==> src/rtl/clarke_pkg.sv <==
// rtl/clarke_pkg.sv - shared Clarke/inverse-Clarke widths and fixed-point constants
// Used by both the forward Clarke (sense path) and inverse Clarke (output path) stages.
package clarke_pkg;

  localparam int D_WIDTH = 18;
  localparam int Q_BITS  = 15;

  typedef logic signed [D_WIDTH-1:0] sample_t;

  // Constants held as value*1e9 so they round exactly in integer arithmetic.
  function automatic int sqrt3_div_2(input int q);
    longint p;
    p = (longint'(866025404) <<< q) + longint'(500000000);
    return int'(p / longint'(1000000000));
  endfunction

  function automatic int one_div_sqrt3(input int q);
    longint p;
    p = (longint'(577350269) <<< q) + longint'(500000000);
    return int'(p / longint'(1000000000));
  endfunction

endpackage

==> src/rtl/fx_round_sat.sv <==
// rtl/fx_round_sat.sv - round-half-up shift of a Q product, offset by -half, then fit to D_WIDTH
// Fit clamps symmetrically when INV_CLARKE_SAT_EN is defined, otherwise wraps.
module fx_round_sat #(
  parameter int D_WIDTH = 18,
  parameter int Q_BITS  = 15,
  parameter bit NEG     = 1'b0
) (
  input  logic signed [D_WIDTH+Q_BITS:0] prod_i,
  input  logic signed [D_WIDTH-1:0]      half_i,
  output logic signed [D_WIDTH-1:0]      y_o,
  output logic                           clamp_o
);

  localparam int PW = D_WIDTH + Q_BITS + 1;
  localparam int WW = D_WIDTH + 2;
  localparam logic signed [PW:0] HALF_LSB =
    {{(PW-Q_BITS+1){1'b0}}, 1'b1, {(Q_BITS-1){1'b0}}};

  logic signed [PW:0]   rnd;
  logic signed [WW-1:0] h;
  logic signed [WW-1:0] r;
  logic signed [WW-1:0] w;

  assign rnd = $signed({prod_i[PW-1], prod_i}) + HALF_LSB;
  assign r   = rnd[PW:Q_BITS];
  assign h   = WW'(half_i);
  assign w   = NEG ? (-h - r) : (r - h);

`ifdef INV_CLARKE_SAT_EN
  localparam logic signed [WW-1:0] MAXV = {3'b000, {(D_WIDTH-1){1'b1}}};
  localparam logic signed [WW-1:0] MINV = -MAXV;

  logic unused_bits;
  assign unused_bits = ^rnd[Q_BITS-1:0];

  always_comb begin
    y_o     = w[D_WIDTH-1:0];
    clamp_o = 1'b0;
    if (w > MAXV) begin
      y_o     = MAXV[D_WIDTH-1:0];
      clamp_o = 1'b1;
    end else if (w < MINV) begin
      y_o     = MINV[D_WIDTH-1:0];
      clamp_o = 1'b1;
    end
  end
`else
  logic unused_bits;
  assign unused_bits = ^{rnd[Q_BITS-1:0], w[WW-1:D_WIDTH]};
  assign y_o         = w[D_WIDTH-1:0];
  assign clamp_o     = 1'b0;
`endif

endmodule

==> src/rtl/inv_clarke.sv <==
// rtl/inv_clarke.sv - 2-stage inverse Clarke (alpha/beta -> a/b/c) with start/done
// Optional macro INV_CLARKE_SAT_EN: clamp outputs and keep a sticky sat_flag.
module inv_clarke
  import clarke_pkg::*;
#(
  parameter int D_WIDTH = clarke_pkg::D_WIDTH,
  parameter int Q_BITS  = clarke_pkg::Q_BITS
) (
  input  logic                      clk,
  input  logic                      rstb,
  input  logic signed [D_WIDTH-1:0] alpha,
  input  logic signed [D_WIDTH-1:0] beta,
  input  logic                      start,
  input  logic                      clr_sat,
  output logic signed [D_WIDTH-1:0] a,
  output logic signed [D_WIDTH-1:0] b,
  output logic signed [D_WIDTH-1:0] c,
  output logic                      done,
  output logic                      sat_flag
);

  localparam int PW = D_WIDTH + Q_BITS + 1;
  localparam logic signed [Q_BITS:0] K = (Q_BITS+1)'(sqrt3_div_2(Q_BITS));

  logic signed [D_WIDTH-1:0] alpha_s1_q, half_s1_q;
  logic signed [PW-1:0]      prod_s1_q;
  logic                      v1_q;
  logic signed [D_WIDTH-1:0] a_q, b_q, c_q;
  logic                      done_q;
  logic signed [D_WIDTH-1:0] b_d, c_d;
  logic                      clamp_b, clamp_c;

  fx_round_sat #(.D_WIDTH(D_WIDTH), .Q_BITS(Q_BITS), .NEG(1'b0)) u_fit_b (
    .prod_i  (prod_s1_q),
    .half_i  (half_s1_q),
    .y_o     (b_d),
    .clamp_o (clamp_b)
  );

  fx_round_sat #(.D_WIDTH(D_WIDTH), .Q_BITS(Q_BITS), .NEG(1'b1)) u_fit_c (
    .prod_i  (prod_s1_q),
    .half_i  (half_s1_q),
    .y_o     (c_d),
    .clamp_o (clamp_c)
  );

  always_ff @(posedge clk or negedge rstb) begin
    if (!rstb) begin
      alpha_s1_q <= '0;
      half_s1_q  <= '0;
      prod_s1_q  <= '0;
      v1_q       <= 1'b0;
      a_q        <= '0;
      b_q        <= '0;
      c_q        <= '0;
      done_q     <= 1'b0;
    end else begin
      v1_q <= start;
      if (start) begin
        alpha_s1_q <= alpha;
        half_s1_q  <= alpha >>> 1;
        prod_s1_q  <= PW'(beta) * PW'(K);
      end
      done_q <= v1_q;
      if (v1_q) begin
        a_q <= alpha_s1_q;
        b_q <= b_d;
        c_q <= c_d;
      end
    end
  end

`ifdef INV_CLARKE_SAT_EN
  logic sat_q;

  // A new clamp outranks a same-cycle clear so no saturation event is lost.
  always_ff @(posedge clk or negedge rstb) begin
    if (!rstb) begin
      sat_q <= 1'b0;
    end else if (v1_q && (clamp_b || clamp_c)) begin
      sat_q <= 1'b1;
    end else if (clr_sat) begin
      sat_q <= 1'b0;
    end
  end

  assign sat_flag = sat_q;
`else
  logic unused_sat;
  assign unused_sat = clamp_b ^ clamp_c ^ clr_sat;
  assign sat_flag   = 1'b0;
`endif

  assign a    = a_q;
  assign b    = b_q;
  assign c    = c_q;
  assign done = done_q;

endmodule

==> config.mk <==
export PLATFORM = sky130hd
export DESIGN_NAME = inv_clarke
export DESIGN_NICKNAME = d
export VERILOG_FILES = /design/src/rtl/clarke_pkg.sv /design/src/rtl/fx_round_sat.sv /design/src/rtl/inv_clarke.sv
export SDC_FILE = /design/constraint.sdc
export NUM_CORES = 1
export LEC_CHECK = 0
export CORE_MARGIN = 2
export CORE_UTILIZATION = 29
export CTS_BUF_LIST = sky130_fd_sc_hd__clkbuf_2 sky130_fd_sc_hd__clkbuf_4 sky130_fd_sc_hd__clkbuf_8
export DETAILED_ROUTE_END_ITERATION = 16
export PLACE_DENSITY = 0.51
export SYNTH_ARGS = -nofsm -noshare
export SYNTH_HDL_FRONTEND = slang
export SYNTH_SLANG_ARGS = --single-unit
==> constraint.sdc <==
create_clock -name clk -period 3.45 [get_ports clk]
set_input_delay 0.8625 -clock clk [delete_from_list [all_inputs] [get_ports clk]]
set_output_delay 0.8625 -clock clk [all_outputs]
set_load 0.05 [all_outputs]
==> impl_results.md, run 1 <==
* Placement Rows at 71
* Synth area leaders: fa_1 24%, dfrtp_1 21%, ha_1 18%
* Layout area overhead at 33.17%
* Clock Skews at ~0.013 ns
* Skew-Pair Late Insertion Delay at around 0.38 ns
* Post-route cell area at between 0.01 and 0.015 mm^2
* Core area at 0.03740 mm^2
* Vias/cell at approximately 4.3
* Seq/Total Area, Yosys at 0.2106
* Tcrit/Tclk final at 1.625
* GRT met2 Usage at 0.2285
* Worst Min Path Start: c[5]
* CTS Root Cell: clkbuf_8
* Layout cells sized above 1 at 0.2809
* GRT met3 Usage at 0.01448
* Die width at around 200 um
* Vias after detailed routing at 7894
* CP startpoint: beta[7]
* Gpl congestion at 0.8442
* Routed Antenna Nets at 0
* Sink Count at slightly above 90
* Number of enable flip-flop cells after synthesis at 0
* DRC viols at 0
* CP Max Fanout at 4
* Headroom to the max-slew limit at 0.4366
* Vias in the first global route at around 8300
* Capturing point of the worst reg2reg path: c[17]
* Synth unique cells at 66
* Area share of the largest cell type after synthesis at 0.2399
* First-pass iteration count of the detailed router at 4
* Ys flop type: dfrtp_1
* Hold Crit Depth at 2
* Final Hold Fails at 0
* Syn_area_per_cell at between 10 and 15 um^2
* Largest net degree at the start of global routing at 66
* Overflow after GRT at 0
* Clock Tree Buf Depth at 2
* Final WS setup at -2.157 ns
* Mapped Nets at around 1400
* Yosys warns at 0
* Critical Path AT at ~5.9 ns
* Synthesized area at ~0.011 mm^2
* Setup TNS at -37.91 ns
* Post-synth top cells: 243 x inv_1, 160 x ha_1, 131 x fa_1
* Unrepaired setup endpoints after global routing: true
* Final Util at 0.3892
* Cells after Synth at about 1100
* Count of final max-slew check failures at 0
* Hold Buf Count CTS at 0
* Number of port buffers at 93
* R2R depth at 16
* Setup Viol. Count Final at 19
* Fillers at roughly 3700
* H-tree levels at 3
* Iter 0 DRT Violations at around 320
* Starting Density at 0.2923
* Grt met1 use at 0.2022
* Dominant cell type by area after synthesis: fa_1
* Worst slack, placed at -3.096 ns
* Tmin final at roughly 5.6 ns
* Die Area at between 0.03 and 0.04 mm^2
* Final net count at 1661
* RR Startpoint: prod_s1_q[17]
* Req. time, crit path at 3.72 ns
* Drt wl/cell at roughly 14 um
* Die Y at approximately 200 um
* First-pass GRT wire length at 43.55 mm
* Most frequent cell after synthesis: inv_1
* Least-Margin Pin Slew at between 0.8 and 0.9 ns
* Failing checks: setup timing
* Register area at 0.002306 mm^2
* Number of synthesized register bits at between 90 and 100
* Area post-placement at roughly 0.014 mm^2
* TritonCTS clock tree: built
* Final WL at ~26 mm
* Num CTS Buffers at 9
* Hold WC Path Type: reg -> reg
* Initial antenna violation count at 1
* R2R setup slack at ~0.14 ns
* Worst hold path endpoint: c[5]
* Clock Pin Slew Worst Setup and Hold Paths at approximately 0.09 ns
* GRT Overall Usage at 0.1402
* Synth async-reset ratio at 1.000
* Outcome: complete, but fails checks
* Area occupied by multi-input gates at 0.008242 mm^2
* Startpoint types: input port
* Crit Path Class: in -> reg
* Max_cap viols at 0
* FMAX at approximately 180 MHz
* Setup crit end kind: flop
* GRT Max-Usage Layer: met2
* I/O Pins at between 90 and 100
* Detailed-placement wirelength estimate at about 23 mm
==> worst max-delay path: stages <==
cell	delay (ns)
buf_6	0.09
buf_8	0.12
buf_4	0.14
ha_4	0.27
inv_2	0.04
fa_1	0.52
inv_1	0.05
fa_2	0.52
fa_1	0.42
fa_1	0.51
inv_1	0.06
fa_1	0.49
inv_2	0.05
ha_4	0.21
and4_1	0.19
and2_1	0.16
and3b_2	0.21
a21oi_4	0.17
a211oi_2	0.10
or4_1	0.50
nand3_1	0.10
o21ai_1	0.06
==> registers in the layout, indices dropped and copies added (netlist names) <==
name / cells
a: 18
prod_s1_q: 19
v1_q: 1
b: 17
c: 18
done: 1
alpha_s1_q: 18
==> per-layer routing <==
layer,share of wire,vias up
met3,0.016,13
met2,0.48,62
met4,0.0076,0
met1,0.50,3835
met5,0,-
li1,-,3984
==> final cells by class <==
cell class | instances | share of cell area
multi-input combinational | 716 | 0.5662
sequential | 92 | 0.1584
timing repair buffer | 267 | 0.1540
inverter | 244 | 0.06361
tap | 511 | 0.04392
clock buffer | 11 | 0.009541
clock inverter | 5 | 0.004126
antenna | 1 | 0.0001719
==> placed cells by master, fill, tap and decap left out, types with 4 or more instances in the layout <==
cell	instances
and3_1	6
a211oi_2	4
ha_4	30
mux2_2	52
o211ai_1	5
clkbuf_8	9
nor4_1	4
o21ai_0	30
a211o_1	4
fa_1	127
o21ai_2	4
nand3_1	15
buf_4	170
buf_6	6
inv_4	4
xnor2_1	40
clkdlybuf4s50_1	73
ha_2	4
ha_1	126
a31oi_1	5
a21o_1	22
inv_2	13
xor2_1	23
a21oi_2	12
nand2_1	44
buf_2	7
nor2_1	29
dfrtp_1	89
fa_2	4
o21a_1	4
o21ai_1	10
nor2b_1	6
nor3_1	9
inv_1	226
a21oi_1	26
o31ai_1	5
==> worst max-delay path by stage <==
stage	depth (start not counted)	endpoint	slack, ns
after floorplan	19	prod_s1_q[31]	-2.18
after global placement	20	prod_s1_q[31]	-3.05
after detailed placement	20	prod_s1_q[31]	-3.10
after CTS	21	prod_s1_q[31]	-2.24
after global routing	21	prod_s1_q[31]	-2.31
final	22	prod_s1_q[31]	-2.16
==> through the flow <==
| step | hold WS, ns | cells |
|---|---|---|
| 2_1_floorplan | 0.3519 | 1070 |
| 3_3_place_gp | 0.4726 | 1820 |
| 3_5_place_dp | 0.4681 | 1820 |
| 4_1_cts | 0.4885 | 1840 |
| 5_1_grt | 0.5068 | 1847 |
| 6_report | 0.4815 | 1847 |
==> logic make-up (layout without fill, tap and decap cells) <==
family / after synthesis / after routing / synth area share
AOI/OAI and AO/OA: 156 / 156 / 0.09558
xor gates and xnor gates: 69 / 69 / 0.05529
other: 1 / 2 / 0.0003431
and+or+nand+nor: 144 / 144 / 0.06651
adders and majority gates: 293 / 293 / 0.4249
muxes: 53 / 53 / 0.05449
DFF: 92 / 92 / 0.2106
buffers and inverters: 262 / 527 / 0.09226
==> repair_timing <==
action / in CTS / in global routing
pin swaps: 37 / 49
setup buffers: 4 / 7
endpoints found under the setup margin: 24 / 27
resized for setup: 96 / 83
Power of run 1 is not shown: default switching activity piles up to over one toggle a cycle in this logic, so the estimate is an artifact.
==> run 2: changes to the inputs <==
==> constraint.sdc (replaced) <==
create_clock -name clk -period 3.45 [get_ports clk]
set_input_delay 0.69 -clock clk [delete_from_list [all_inputs] [get_ports clk]]
set_output_delay 0.69 -clock clk [all_outputs]
set_load 0.05 [all_outputs]
==> run 2 against run 1 <==
Effect of this change: the flow still finishes with violations (setup timing); critical endpoint unchanged; register-to-register slack worse by 0.03 ns; non-clock buffer count up 6; setup slack better by 0.23 ns; sequential share of layout area down 0.24 points; maximum frequency up 4.3%; count of clock-buffer cells in the layout down 2.
==> impl_results.md, run 2 (synthesis gave the netlist of run 1 again) <==
* Startpoint types: input port
* Tcrit/Tclk final at 1.558
* Register with the highest flop count: prod_s1_q
* Largest net degree at the start of global routing at 62
* Detailed-placement wirelength estimate at approximately 23 mm
* Req. time, crit path at about 3.7 ns
* Layout area overhead at 35.23%
* FMAX at about 190 MHz
* Crit-path leading delay family: adder cells
* Number of port buffers at between 90 and 100
* Die Area at about 0.039 mm^2
* Placement Rows at 71
* Setup crit end kind: flop
* Clock Tree Buf Depth at 2
* Final net count at 1667
* H-tree levels at 3
* Sink Count at between 90 and 100
* Final WS setup at -1.926 ns
* Iter 0 DRT Violations at roughly 200
* Gpl congestion at 0.8221
* First-pass GRT wire length at approximately 44 mm
* CP Depth at 18
* Initial antenna violation count at 0
* I/O Pins at 96
* Hold WC Path Type: in -> async
* Skew-Pair Late Insertion Delay at between 0.3 and 0.4 ns
* Max_cap viols at 0
* R2R setup slack at 0.11 ns
* Count of final max-slew check failures at 0
* Final Hold Fails at 0
* Cell Chain, Critical Path: buf_2 > buf_4 > ha_4 > buf_4 > fa_1 > fa_1 > fa_1 > fa_1 > fa_1 > ha_4 > and4_1 > and2_1 > and3b_2 > a21oi_4 > a211oi_2 > or4_1 > nand3_1 > o21ai_1
* Overflow after GRT at 0
* TritonCTS clock tree: built
* Setup Viol. Count Final at 19
* Die Y at ~200 um
* DRC viols at 0
* Routed Antenna Nets at 0
* Layout cells sized above 1 at 0.2931
* CP Max Fanout at 3
* Vias/cell at roughly 4.3
* Clock Pin Slew Worst Setup and Hold Paths at about 0.11 ns
* Least-Margin Pin Slew at roughly 0.78 ns
* Ant. Diodes at 0
* Headroom to the max-slew limit at 0.4827
* Commonest non-fill, non-tap cells in the layout: 225 x inv_1, 173 x buf_4, 128 x fa_1
* R2R depth at 15
* Critical Path AT at 5.64 ns
* Max reg flops at 19
* Final WL at 26.72 mm
* Crit Path Class: in -> reg
* Hold Buf Count CTS at 0
* Crit-path max cell delay at ~0.58 ns
* Final Util at 0.3952
* Drt wl/cell at 14.43 um
* Die width at a little under 200 um
* Failing checks: setup timing
* Outcome: complete, but fails checks
* Slowest CP cell: fa_1
* Vias in the first global route at 8446
* Tmin final at approximately 5.4 ns
* Num CTS Buffers at 9
* First-pass iteration count of the detailed router at 4
* Vias after detailed routing at between 7000 and 8000
* Starting Density at 0.2923
* Cell mode on critical path: fa_1
* Commonest non-fill, non-tap cell in the layout: inv_1
* Core area at about 0.037 mm^2
* CTS Root Cell: clkbuf_8
* GRT Overall Usage at 0.1407
* WP buf/inv at 3
* Unrepaired setup endpoints after global routing: true
* Clock Skews at around 0.015 ns
-- run 2: cell count changes in the layout (fill, tap and decap cells not counted), moves of 4 or more --
cell / before / now
buf_6: 6 / 10
xnor2_1: 40 / 36
ha_4: 30 / 34
ha_1: 126 / 122
xnor2_2: 3 / 7
-- run 2: stage by stage --
step	hold WS (ns)	setup slack (ns)	instance area, um^2	setup TNS [ns]	instances
floorplan	0.3519	-2.003	11090	-34.17	1070
global placement	0.4744	-2.871	13810	-51.44	1821
detailed placement	0.4730	-2.911	13810	-52.47	1821
CTS	0.3920	-2.113	14270	-37.87	1840
global route	0.4269	-2.097	14780	-37.58	1852
finish	0.3701	-1.926	14780	-34.24	1852
-- run 2: area by class of cell --
| class | count | area [um^2] |
|---|---|---|
| fillers | 3751 | 22620 |
| multi-input cells | 716 | 8412 |
| flip-flops and latches | 92 | 2306 |
| repair buffers | 273 | 2282 |
| inverters | 244 | 925.9 |
| well taps | 511 | 639.4 |
| clock buffers | 9 | 123.9 |
| clock inverters | 7 | 92.59 |
-- run 2: worst paths after layout --
path	to	from
worst max register to register	c[15]	prod_s1_q[18]
worst min-delay path	a[0]	rstb
worst max-delay path	prod_s1_q[31]	beta[9]
max in group asynchronous	prod_s1_q[14]	rstb
min in group clk	c[7]	c[7]
worst min register to register	c[7]	c[7]
-- run 2: routing by layer --
| layer | wire, um | up-vias | global-route usage | share of wire |
|---|---|---|---|---|
| li1 | - | 3981 | - | - |
| met1 | 13340 | 3900 | 0.2021 | 0.50 |
| met2 | 12700 | 64 | 0.2308 | 0.48 |
| met3 | 525 | 11 | 0.01618 | 0.020 |
| met4 | 157 | 0 | 0.02200 | 0.0059 |
| met5 | 0 | - | 0 | 0 |
-- run 2: repair_timing --
| item | in CTS | in global routing |
|---|---|---|
| gates resized for setup | 88 | 123 |
| buffers inserted | 4 | 13 |
| pin swaps | 33 | 75 |
| cloned | 0 | 0 |
| hold endpoints to repair | 0 | 0 |
| endpoints found under the setup margin | 24 | 30 |
Power of run 2 is left out for the same reason.
==> run 3: changes to the inputs <==
--- a/config.mk
+++ b/config.mk
@@ -5,11 +5,13 @@
 export SDC_FILE = /design/constraint.sdc
 export NUM_CORES = 1
 export LEC_CHECK = 0
+export CELL_PAD_IN_SITES_DETAIL_PLACEMENT = 0
+export CELL_PAD_IN_SITES_GLOBAL_PLACEMENT = 1
 export CORE_MARGIN = 2
 export CORE_UTILIZATION = 29
 export CTS_BUF_LIST = sky130_fd_sc_hd__clkbuf_2 sky130_fd_sc_hd__clkbuf_4 sky130_fd_sc_hd__clkbuf_8
 export DETAILED_ROUTE_END_ITERATION = 16
-export PLACE_DENSITY = 0.51
+export PLACE_DENSITY = 0.61
 export SYNTH_ARGS = -nofsm -noshare
 export SYNTH_HDL_FRONTEND = slang
 export SYNTH_SLANG_ARGS = --single-unit
==> run 3 against run 2 <==
Effect of this change: core utilization rose by 0.32 points; the flow still finishes with violations (setup timing); critical path depth rose by 3; non-clock buffer count rose by 3; die area did not move; hold slack got worse by 0.11 ns; critical endpoint is now prod_s1_q[20]; final area rose by 0.82%; maximum frequency fell by 0.59%; register-to-register slack barely moved; largest cell class unchanged; final cell count rose by 0.16%; count of clock-buffer cells in the layout did not move; sequential cell count did not move.
==> impl_results.md, run 3 (synthesis gave the netlist of run 1 again) <==
* Outcome: complete, but fails checks
* Failing checks: setup timing
* Headroom to the max-slew limit at 0.5441
* Clock Skews at 0.01210 ns
* Vias after detailed routing at around 8000
* Setup Viol. Count Final at 19
* Ant. Diodes at 0
* Fillers at around 3800
* CTS Root Cell: clkbuf_8
* Area occupied by multi-input gates at 0.008484 mm^2
* Layout area overhead at 36.34%
* Clock Pin Slew Worst Setup and Hold Paths at roughly 0.1 ns
* Iter 0 DRT Violations at 258
* Die width at between 150 and 200 um
* RR Startpoint: prod_s1_q[17]
* First-pass iteration count of the detailed router at 4
* Gpl congestion at approximately 0.8
* Routed Antenna Nets at 0
* Layout cells sized above 1 at 0.3103
* Count of final max-slew check failures at 0
* Hold WC Path Type: in -> async
* Starting Density at 0.2923
* Final WS setup at -1.958 ns
* Final Hold Fails at 0
* Skew-Pair Late Insertion Delay at approximately 0.38 ns
* Crit Path Class: in -> reg
* Placement Rows at 71
* Capturing point of the worst reg2reg path: c[14]
* Setup crit end kind: flop
* I/O Pins at 96
* H-tree levels at 3
* Die Y at around 200 um
* Vias/cell at about 4.3
* Tmin final at about 5.4 ns
* Max_cap viols at 0
* FMAX at 184.9 MHz
* First-pass GRT wire length at around 44 mm
* Num CTS Buffers at 9
* Tcrit/Tclk final at 1.568
* Critical Path AT at 5.68 ns
* Drt wl/cell at 14.75 um
* Max reg flops at 19
* CP Max Fanout at 4
* Unrepaired setup endpoints after global routing: true
* Register area at 0.002306 mm^2
* Final WL at roughly 27 mm
* Vias in the first global route at about 8400
* Commonest non-fill, non-tap cell in the layout: inv_1
* TritonCTS clock tree: built
* Largest net degree at the start of global routing at between 50 and 60
* Register with the highest flop count: prod_s1_q
* Hold Buf Count CTS at 0
* Clock Tree Buf Depth at 2
* Initial antenna violation count at 0
* Detailed-placement wirelength estimate at about 23 mm
* Hold_ws at about 0.26 ns
* Die Area at ~0.039 mm^2
* DRC viols at 0
* Overflow after GRT at 0
* Req. time, crit path at 3.73 ns
* R2R setup slack at 0.12 ns
* R2R depth at 16
* Commonest non-fill, non-tap cells in the layout: 225 x inv_1, 175 x buf_4, 122 x fa_1
* Startpoint types: input port
* Core area at approximately 0.037 mm^2
* Least-Margin Pin Slew at 0.6838 ns
* Number of port buffers at slightly above 90
* Final net count at roughly 1700
* Sink Count at 92
* GRT Overall Usage at 0.1425
## run 3: cell count changes in the layout (fill, tap and decap cells not counted), sizes merged
cell,delta
buf,+1
clkbuf,+1
clkdlybuf4s15,+1
clkinv,-2
clkinvlp,+2
dlygate4sd2,+1
dlymetal6s2s,-1
## run 3: stage by stage
stage	TNS, ns	worst slack (ns)	cell area [um^2]	std cells	utilization
after floorplan	-34.17	-2.003	11090	1070	-
after detailed placement	-52.37	-2.906	13840	1823	0.3700
after CTS	-35.24	-2.002	14390	1846	0.3847
after global placement	-50.88	-2.823	13840	1823	0.3700
final	-34.49	-1.958	14900	1855	0.3985
after global routing	-37.47	-2.111	14900	1855	0.3985
## run 3: how the worst max path moves through the flow
stage	startpoint	to	slack [ns]
after global placement	beta[5]	prod_s1_q[31]	-2.82
after global routing	beta[8]	prod_s1_q[20]	-2.11
final	beta[8]	prod_s1_q[20]	-1.96
after floorplan	beta[8]	prod_s1_q[31]	-2.00
after CTS	beta[9]	prod_s1_q[31]	-2.00
after detailed placement	beta[5]	prod_s1_q[31]	-2.91
## run 3: per-layer routing
layer,vias to the layer above,GRT usage,routed length (um)
li1,3990,-,-
met1,3921,0.1996,13370
met2,59,0.2420,13380
met3,7,0.01414,470
met4,0,0.02172,140
met5,-,0,0
## run 3: worst max-delay path, stage by stage
cell and delay [ns]:
buf_12 0.11, ha_4 0.28, inv_4 0.04, fa_1 0.49
fa_1 0.51, inv_2 0.04, fa_1 0.48, fa_1 0.49
inv_1 0.05, fa_1 0.48, inv_2 0.05, ha_4 0.21
a21o_1 0.21, a2111oi_4 0.37, o21ai_2 0.16, buf_4 0.17
a31oi_4 0.25, nor2b_1 0.09, nor2_2 0.15, xnor2_2 0.10
mux2_2 0.26
## run 3: area by class of cell
class                           count  area share
Tap cell                          511     0.04290
Multi-Input combinational cell    716      0.5693
Inverter                          244     0.06230
Clock buffer                        9    0.008312
Timing Repair Buffer              276      0.1569
Sequential cell                    92      0.1547
Clock inverter                      7    0.005541
## run 3: what timing repair did
action	CTS	global route
gates cloned	0	0
endpoints found under the setup margin	24	31
pin swaps	58	73
gates resized for setup	111	122
buffers inserted	7	12
Power of run 3 is left out for the same reason.
